$ cat src/rtl/regfile_arb_pkg.sv
// Shared types and constants for the register-file debug arbiter.
// Register encodings mirror the core's 16-bit register numbering (AX..DI).
package regfile_arb_pkg;

  typedef enum logic [1:0] {
    IDLE  = 2'd0,
    GRANT = 2'd1,
    READ  = 2'd2,
    ACK   = 2'd3
  } arb_state_t;

  typedef enum logic [2:0] {
    REG_AX = 3'd0,
    REG_CX = 3'd1,
    REG_DX = 3'd2,
    REG_BX = 3'd3,
    REG_SP = 3'd4,
    REG_BP = 3'd5,
    REG_SI = 3'd6,
    REG_DI = 3'd7
  } reg16_t;

  localparam int STARVE_LIMIT_DEFAULT = 15;

  function automatic int starve_cnt_width(input int limit);
    return $clog2(limit + 1);
  endfunction

  localparam int STARVE_CNT_W = starve_cnt_width(STARVE_LIMIT_DEFAULT);

endpackage

$ cat src/rtl/regfile_debug_arbiter.sv
// Arbitrates the register file between the microcode core and the debug port,
// stealing one stall cycle per 16-bit debug access, with a starvation guard.
module regfile_debug_arbiter
  import regfile_arb_pkg::*;
#(
  parameter int STARVE_LIMIT = STARVE_LIMIT_DEFAULT
) (
  input  logic        clk,
  input  logic        reset,
  input  logic        i_core_is_8_bit,
  input  logic [2:0]  i_core_rd_sel0,
  input  logic [2:0]  i_core_rd_sel1,
  input  logic [2:0]  i_core_wr_sel,
  input  logic [15:0] i_core_wr_val,
  input  logic        i_core_wr_en,
  input  logic        i_core_idle,
  output logic        o_core_stall,
  output logic        o_rf_is_8_bit,
  output logic [2:0]  o_rf_rd_sel0,
  output logic [2:0]  o_rf_rd_sel1,
  output logic [2:0]  o_rf_wr_sel,
  output logic [15:0] o_rf_wr_val,
  output logic        o_rf_wr_en,
  input  logic [15:0] i_rf_rd_val0,
  input  logic        i_dbg_req,
  input  logic        i_dbg_wr,
  input  logic [2:0]  i_dbg_sel,
  input  logic [15:0] i_dbg_wr_val,
  output logic        o_dbg_ack,
  output logic [15:0] o_dbg_rd_val
);

  localparam int                CNT_W   = starve_cnt_width(STARVE_LIMIT);
  localparam logic [CNT_W-1:0]  CNT_MAX = CNT_W'(STARVE_LIMIT);

  arb_state_t       r_state;
  arb_state_t       w_next_state;
  logic             w_grant;
  logic [CNT_W-1:0] r_starve_cnt;
  logic             r_dbg_wr;
  logic [2:0]       r_dbg_sel;
  logic [15:0]      r_dbg_wr_val;
  logic [15:0]      r_dbg_rd_val;

  // NOTE: sequential state uses non-blocking assignments so every flop samples
  // pre-edge values regardless of block ordering.
  always_ff @(posedge clk or posedge reset) begin
    if (reset) r_state <= IDLE;
    else       r_state <= w_next_state;
  end

  // NOTE: every output is given its pass-through default before the case, so
  // no path through the block leaves a signal unassigned (no latches).
  always_comb begin
    w_next_state  = r_state;
    w_grant       = 1'b0;
    o_core_stall  = 1'b0;
    o_dbg_ack     = 1'b0;
    o_rf_is_8_bit = i_core_is_8_bit;
    o_rf_rd_sel0  = i_core_rd_sel0;
    o_rf_rd_sel1  = i_core_rd_sel1;
    o_rf_wr_sel   = i_core_wr_sel;
    o_rf_wr_val   = i_core_wr_val;
    o_rf_wr_en    = i_core_wr_en;
    unique case (r_state)
      IDLE: begin
        if (i_dbg_req && (i_core_idle || r_starve_cnt == CNT_MAX)) begin
          w_grant      = 1'b1;
          w_next_state = GRANT;
        end
      end
      GRANT: begin
        // Debug owns the write port and read port 0; read port 1 stays with the core.
        o_core_stall  = 1'b1;
        o_rf_is_8_bit = 1'b0;
        o_rf_wr_en    = r_dbg_wr;
        o_rf_wr_sel   = r_dbg_sel;
        o_rf_wr_val   = r_dbg_wr_val;
        o_rf_rd_sel0  = r_dbg_sel;
        w_next_state  = r_dbg_wr ? ACK : READ;
      end
      READ:    w_next_state = ACK;
      ACK: begin
        o_dbg_ack    = 1'b1;
        w_next_state = IDLE;
      end
      default: w_next_state = IDLE;
    endcase
  end

  // Counts cycles a request has waited in IDLE; frozen while an access is in flight.
  always_ff @(posedge clk or posedge reset) begin
    if (reset) begin
      r_starve_cnt <= '0;
    end else if (r_state == IDLE) begin
      if (w_grant || !i_dbg_req)     r_starve_cnt <= '0;
      else if (r_starve_cnt != CNT_MAX) r_starve_cnt <= r_starve_cnt + CNT_W'(1);
    end
  end

  // NOTE: the latched request payload has no reset; it is loaded on every grant
  // and only consumed in the states that follow a grant.
  always_ff @(posedge clk) begin
    if (w_grant) begin
      r_dbg_wr     <= i_dbg_wr;
      r_dbg_sel    <= i_dbg_sel;
      r_dbg_wr_val <= i_dbg_wr_val;
    end
  end

  always_ff @(posedge clk or posedge reset) begin
    if (reset)                r_dbg_rd_val <= '0;
    else if (r_state == READ) r_dbg_rd_val <= i_rf_rd_val0;
  end

  assign o_dbg_rd_val = r_dbg_rd_val;

endmodule
$ cat config.mk
export PLATFORM = sky130hd
export DESIGN_NAME = regfile_debug_arbiter
export DESIGN_NICKNAME = d
export VERILOG_FILES = /design/src/rtl/regfile_arb_pkg.sv /design/src/rtl/regfile_debug_arbiter.sv
export SDC_FILE = /design/constraint.sdc
export NUM_CORES = 1
export LEC_CHECK = 0
export CORE_ASPECT_RATIO = 0.75
export CORE_UTILIZATION = 30
export DETAILED_ROUTE_END_ITERATION = 12
export GPL_ROUTABILITY_DRIVEN = 1
export PLACE_DENSITY_LB_ADDON = 0.12
export SYNTH_ARGS = -nofsm -noshare
export SYNTH_HDL_FRONTEND = slang
export SYNTH_SLANG_ARGS = --single-unit
$ cat constraint.sdc
create_clock -name clk -period 2.9 [get_ports clk]
set_input_delay 0.87 -clock clk [delete_from_list [all_inputs] [get_ports clk]]
set_output_delay 0.87 -clock clk [all_outputs]
set_load 0.1 [all_outputs]
# After elaboration in Yosys (flattened, before gate mapping)
# Cells that the tools add are included.
[word_totals]
input_bits = 67
output_inout_bits = 45
elab_cells = 34
register_bits = 42
[classes]
n_reduce_logical = 7
add_sub_neg = 1
n_eq_ne = 6
n_mux = 14
[op_table]
columns = ["operator", "count"]
rows = [
  ["$mux 16", 1],
  ["$mux 4", 2],
  ["$pmux 2 s4", 1],
  ["$mux 1", 7],
  ["$mux 3", 2],
  ["$add 4x1->4 const B", 1],
  ["$eq 2x2->1 const B", 2],
  ["$eq 4x4->1 const B", 1],
  ["$ne 4x4->1 const B", 1],
  ["$eq 2x1->1 const B", 1],
  ["$logic_not 2->1", 1],
  ["$logic_or 1x1->1", 2],
  ["$mux 2", 1],
  ["$ne 2x2->1 const B", 1],
  ["$reduce_and 2->1", 1],
  ["$reduce_bool 2->1", 1],
  ["$logic_and 1x1->1", 1],
  ["$logic_not 1->1", 1],
]

# Longest topological paths before layout
[depth]
word_depth = 8
ltp_mapped = 6
ltp_nobuf = 5

# Least setup slack after synthesis
# OpenSTA, ideal clock, no wires.
[synth_path]
path_kind = "register to output"
startpoint = "register r_state[1]"
endpoint = "output port o_rf_rd_sel0[0]"
setup_slack_ns = -1.539
n_path_buf = 2
t_required_ns = 2.030
path_stages_with_launch = 6
arrival_time_ns = 3.569
cell_sequence = "dfrtp_1 > inv_1 > ha_1 > buf_6 > buf_2 > o21ai_0"
[synth_between]
elab_chain_cells = 2
[synth_lines]
columns = ["element", "line_no", "text"]
rows = [
  ["start, declared", "regfile_debug_arbiter.sv:36", "arb_state_t r_state;"],
  ["start signal, assigned", "regfile_debug_arbiter.sv:49", "else r_state <= w_next_state;"],
  ["$eq 2x1->1", "regfile_debug_arbiter.sv:65", "unique case (r_state)"],
  ["$mux 3", "regfile_debug_arbiter.sv:65", ""],
  ["end, declared", "regfile_debug_arbiter.sv:19", "output logic [2:0] o_rf_rd_sel0,"],
]
# Every way passes these cells.

# Worst setup path after layout
[layout_path]
startpoint = "register r_state[1]"
endpoint = "output port o_rf_wr_val[3]"
[layout_between]
elab_chain_cells = 2
[layout_lines]
columns = ["element", "line_no", "text"]
rows = [
  ["$eq 2x1->1", "regfile_debug_arbiter.sv:65", ""],
  ["$mux 16", "regfile_debug_arbiter.sv:65", ""],
  ["end, declared", "regfile_debug_arbiter.sv:22", "output logic [15:0] o_rf_wr_val,"],
]
# Every way passes these cells.

==> impl_metrics.py <==
metrics = {
    "timing": {
        "tightest_slew_ns": 0.744,
        "worst_slack_ns": 0.231,
        "whs_ns": 0.512,
        "fin_skew_ns": 0.00620,
        "relSlewSlack": 0.504,
        "period_share": 0.920,
        "fin_crit_ns": 2.67,
        "setup_viol": 0,
        "rsz0062_at_grt": "false",
        "fmax_mhz": 375,
        "report.final.slew_viol_count": 0,
        "finalHoldViolCount": 0,
        "fin_setup_tns_ns": 0,
    },
    "status": {
        "status": "complete, no violations",
    },
    "yosys": {
        "yosysSeqAreaShare": 0.601,
        "synth-seq-cells": 42,
        "synth_edf_count": 20,
        "yosys_warnings": 0,
        "synthArstFlopShare": 0.524,
        "syn_nets": 205,
        "synth_area_um2": 1920,
        "avgSynthCellArea_um2": 14.4,
        "synthCells": 133,
        "ys_types": 27,
        "synth_ff_type": "dfrtp_1",
    },
    "placement": {
        "place_congestion": 0.673,
        "numPortBuffers": 105,
        "place_hpwl_um": 3280,
        "place_inst": 310,
        "place_ws_ns": 0.285,
    },
    "clock_tree": {
        "cts.sinks": 42,
        "cts-buffers-inserted": 5,
        "clkLatencyLatePin_ns": 0.29,
        "post_cts_buffers": 0,
        "clkTransAtPathRegs_ns": 0.08,
        "htreeDepth": 2,
        "cts_resized": 0,
        "hold_buffers": 0,
        "cts_tree": "built",
        "clockBufferDepth": 2,
        "root_buffer": "clkbuf_8",
    },
    "grt": {
        "grt_pass1_wl_um": 6900,
        "overflow": 0,
        "grtUsageMet3": 0.0488,
        "busiest_layer": "met2",
        "grt_max_degree": 30,
        "grt_util_met2": 0.205,
        "met1_usage": 0.185,
        "antenna_found_initial": 0,
        "first_global_vias": 1401,
        "grt_usage": 0.136,
    },
    "flow_run": {
        "maxCapViolations": 0,
    },
    "detailed_routing": {
        "ant_nets": 0,
        "via_count": 1393,
        "wire_per_inst_um": 13.7,
        "vias_per_cell": 4.38,
        "drtPass1Iterations": 4,
        "drt_iter0_markers": 49,
        "routed_wl_um": 4370,
        "drc": 0,
    },
    "min_path": {
        "hold_path.startpoint": "o_dbg_rd_val[14]$_DFFE_PP0N_",
        "whs_endpoint": "o_dbg_rd_val[14]$_DFFE_PP0N_",
        "hold_depth": 1,
        "hold_path_class": "reg2reg",
    },
    "cells_and_area": {
        "nets": 311,
        "layoutNonFillerInstCount": 318,
        "antenna_cells": 0,
        "drive_gt1_frac": 0.404,
        "syn_to_final_growth_pct": 74.8,
        "n_fill_cell": 510,
        "final_common_cell": "clkdlybuf4s50_1",
        "mostFrequentLayoutCells": "clkdlybuf4s50_1 (63), mux2_2 (34), buf_12 (26), dfrtp_1 (22), edfxtp_1 (20)",
    },
    "worst_setup_path": {
        "endpoint_kind": "output port",
        "timing.rr.start": "r_state[0]$_DFFE_PP0P_",
        "r2r_setup_slack_ns": 1.17,
        "crit_fanout": 29,
        "timing.rr.end": "r_dbg_sel[1]$_DFFE_PP_",
        "rr_worst_depth": 5,
        "arrival_ns": 1.80,
        "crit_type": "reg2out",
        "cp.required_ns": 2.03,
        "critPathLaunchType": "flip-flop",
    },
    "die": {
        "die-area_um2": 6720,
        "coreArea_um2": 5980,
        "die_w_um": 94.3,
        "num_rows": 24,
        "start_util": 0.321,
        "die_h_um": 71.2,
        "io_pins": 112,
    },
}
==> cell usage after synthesis (2+ instances only) <==
| master | instances | share of area |
|---|---|---|
| mux2_2 | 34 | 0.20 |
| dfrtp_1 | 22 | 0.29 |
| edfxtp_1 | 20 | 0.31 |
| inv_1 | 12 | 0.023 |
| o21ai_0 | 8 | 0.021 |
| ha_1 | 5 | 0.033 |
| buf_6 | 4 | 0.023 |
| nand2_1 | 4 | 0.0078 |
| buf_4 | 3 | 0.012 |
| a31oi_1 | 2 | 0.0065 |
| and3_1 | 2 | 0.0065 |
| nor2_1 | 2 | 0.0039 |
==> metal layers <==
layer  routed length (µm)  vias up
met5                    0        -
met1                 2020      653
li1                     -      679
met3                  361        2
met2                 1970       59
met4                   14        0
==> final cells by class <==
| class | instances | area (µm²) | share of cell area |
|---|---|---|---|
| Clock buffer | 7 | 86.3 | 0.0258 |
| Timing Repair Buffer | 108 | 1290 | 0.386 |
| Clock inverter | 1 | 5.00 | 0.00149 |
| Sequential cell | 42 | 1150 | 0.344 |
| Inverter | 12 | 45.0 | 0.0134 |
| Multi-Input combinational cell | 70 | 672 | 0.201 |
| Tap cell | 78 | 97.6 | 0.0291 |
==> worst max-delay path: stages, from the launching register on <==
cell and delay, ns:
dfrtp_1 0.43, inv_1 0.10, ha_2 0.19, buf_12 0.21
mux2_2 0.39, buf_12 0.17
==> stage by stage <==
stage / area (µm²) / utilization
detailed placement: 3260 / 0.545
floorplan: 1950 / -
CTS: 3350 / 0.561
global route: 3350 / 0.561
finish: 3350 / 0.561
global placement: 3260 / 0.545
==> sequential cells by signal, indices dropped and copies added (netlist names) <==
register	flops
o_dbg_rd_val	16
r_dbg_wr_val	16
r_dbg_sel	3
r_state	2
r_dbg_wr	1
r_starve_cnt	4
==> worst max path at each step <==
| stage | start | end | slack (ns) | cells after the start |
|---|---|---|---|---|
| 2_1_floorplan | r_state[1]$_DFFE_PP0P_ | o_rf_rd_sel0[1] | -0.04 | 5 |
| 3_3_place_gp | i_core_wr_val[12] | o_rf_wr_val[12] | 0.30 | 3 |
| 3_5_place_dp | i_core_wr_val[4] | o_rf_wr_val[4] | 0.28 | 3 |
| 4_1_cts | r_state[1]$_DFFE_PP0P_ | o_rf_wr_val[3] | 0.20 | 5 |
| 5_1_grt | r_state[1]$_DFFE_PP0P_ | o_rf_wr_val[3] | 0.14 | 5 |
| 6_report | r_state[1]$_DFFE_PP0P_ | o_rf_wr_val[3] | 0.23 | 5 |
==> kinds of logic (layout without fill, tap and decap cells) <==
family,count (synthesis),after routing,share of synthesized area
flip-flops,42,42,0.601
multiplexers,35,35,0.206
buffers and inverters,21,128,0.0685
AO/OA/AOI/OAI,16,16,0.0516
AND/OR/NAND/NOR,14,14,0.0411
adder cells (fa/ha/maj),5,5,0.0326
Power is not shown: default switching activity piles up to over one toggle a cycle in this logic, so the estimate is an artifact.
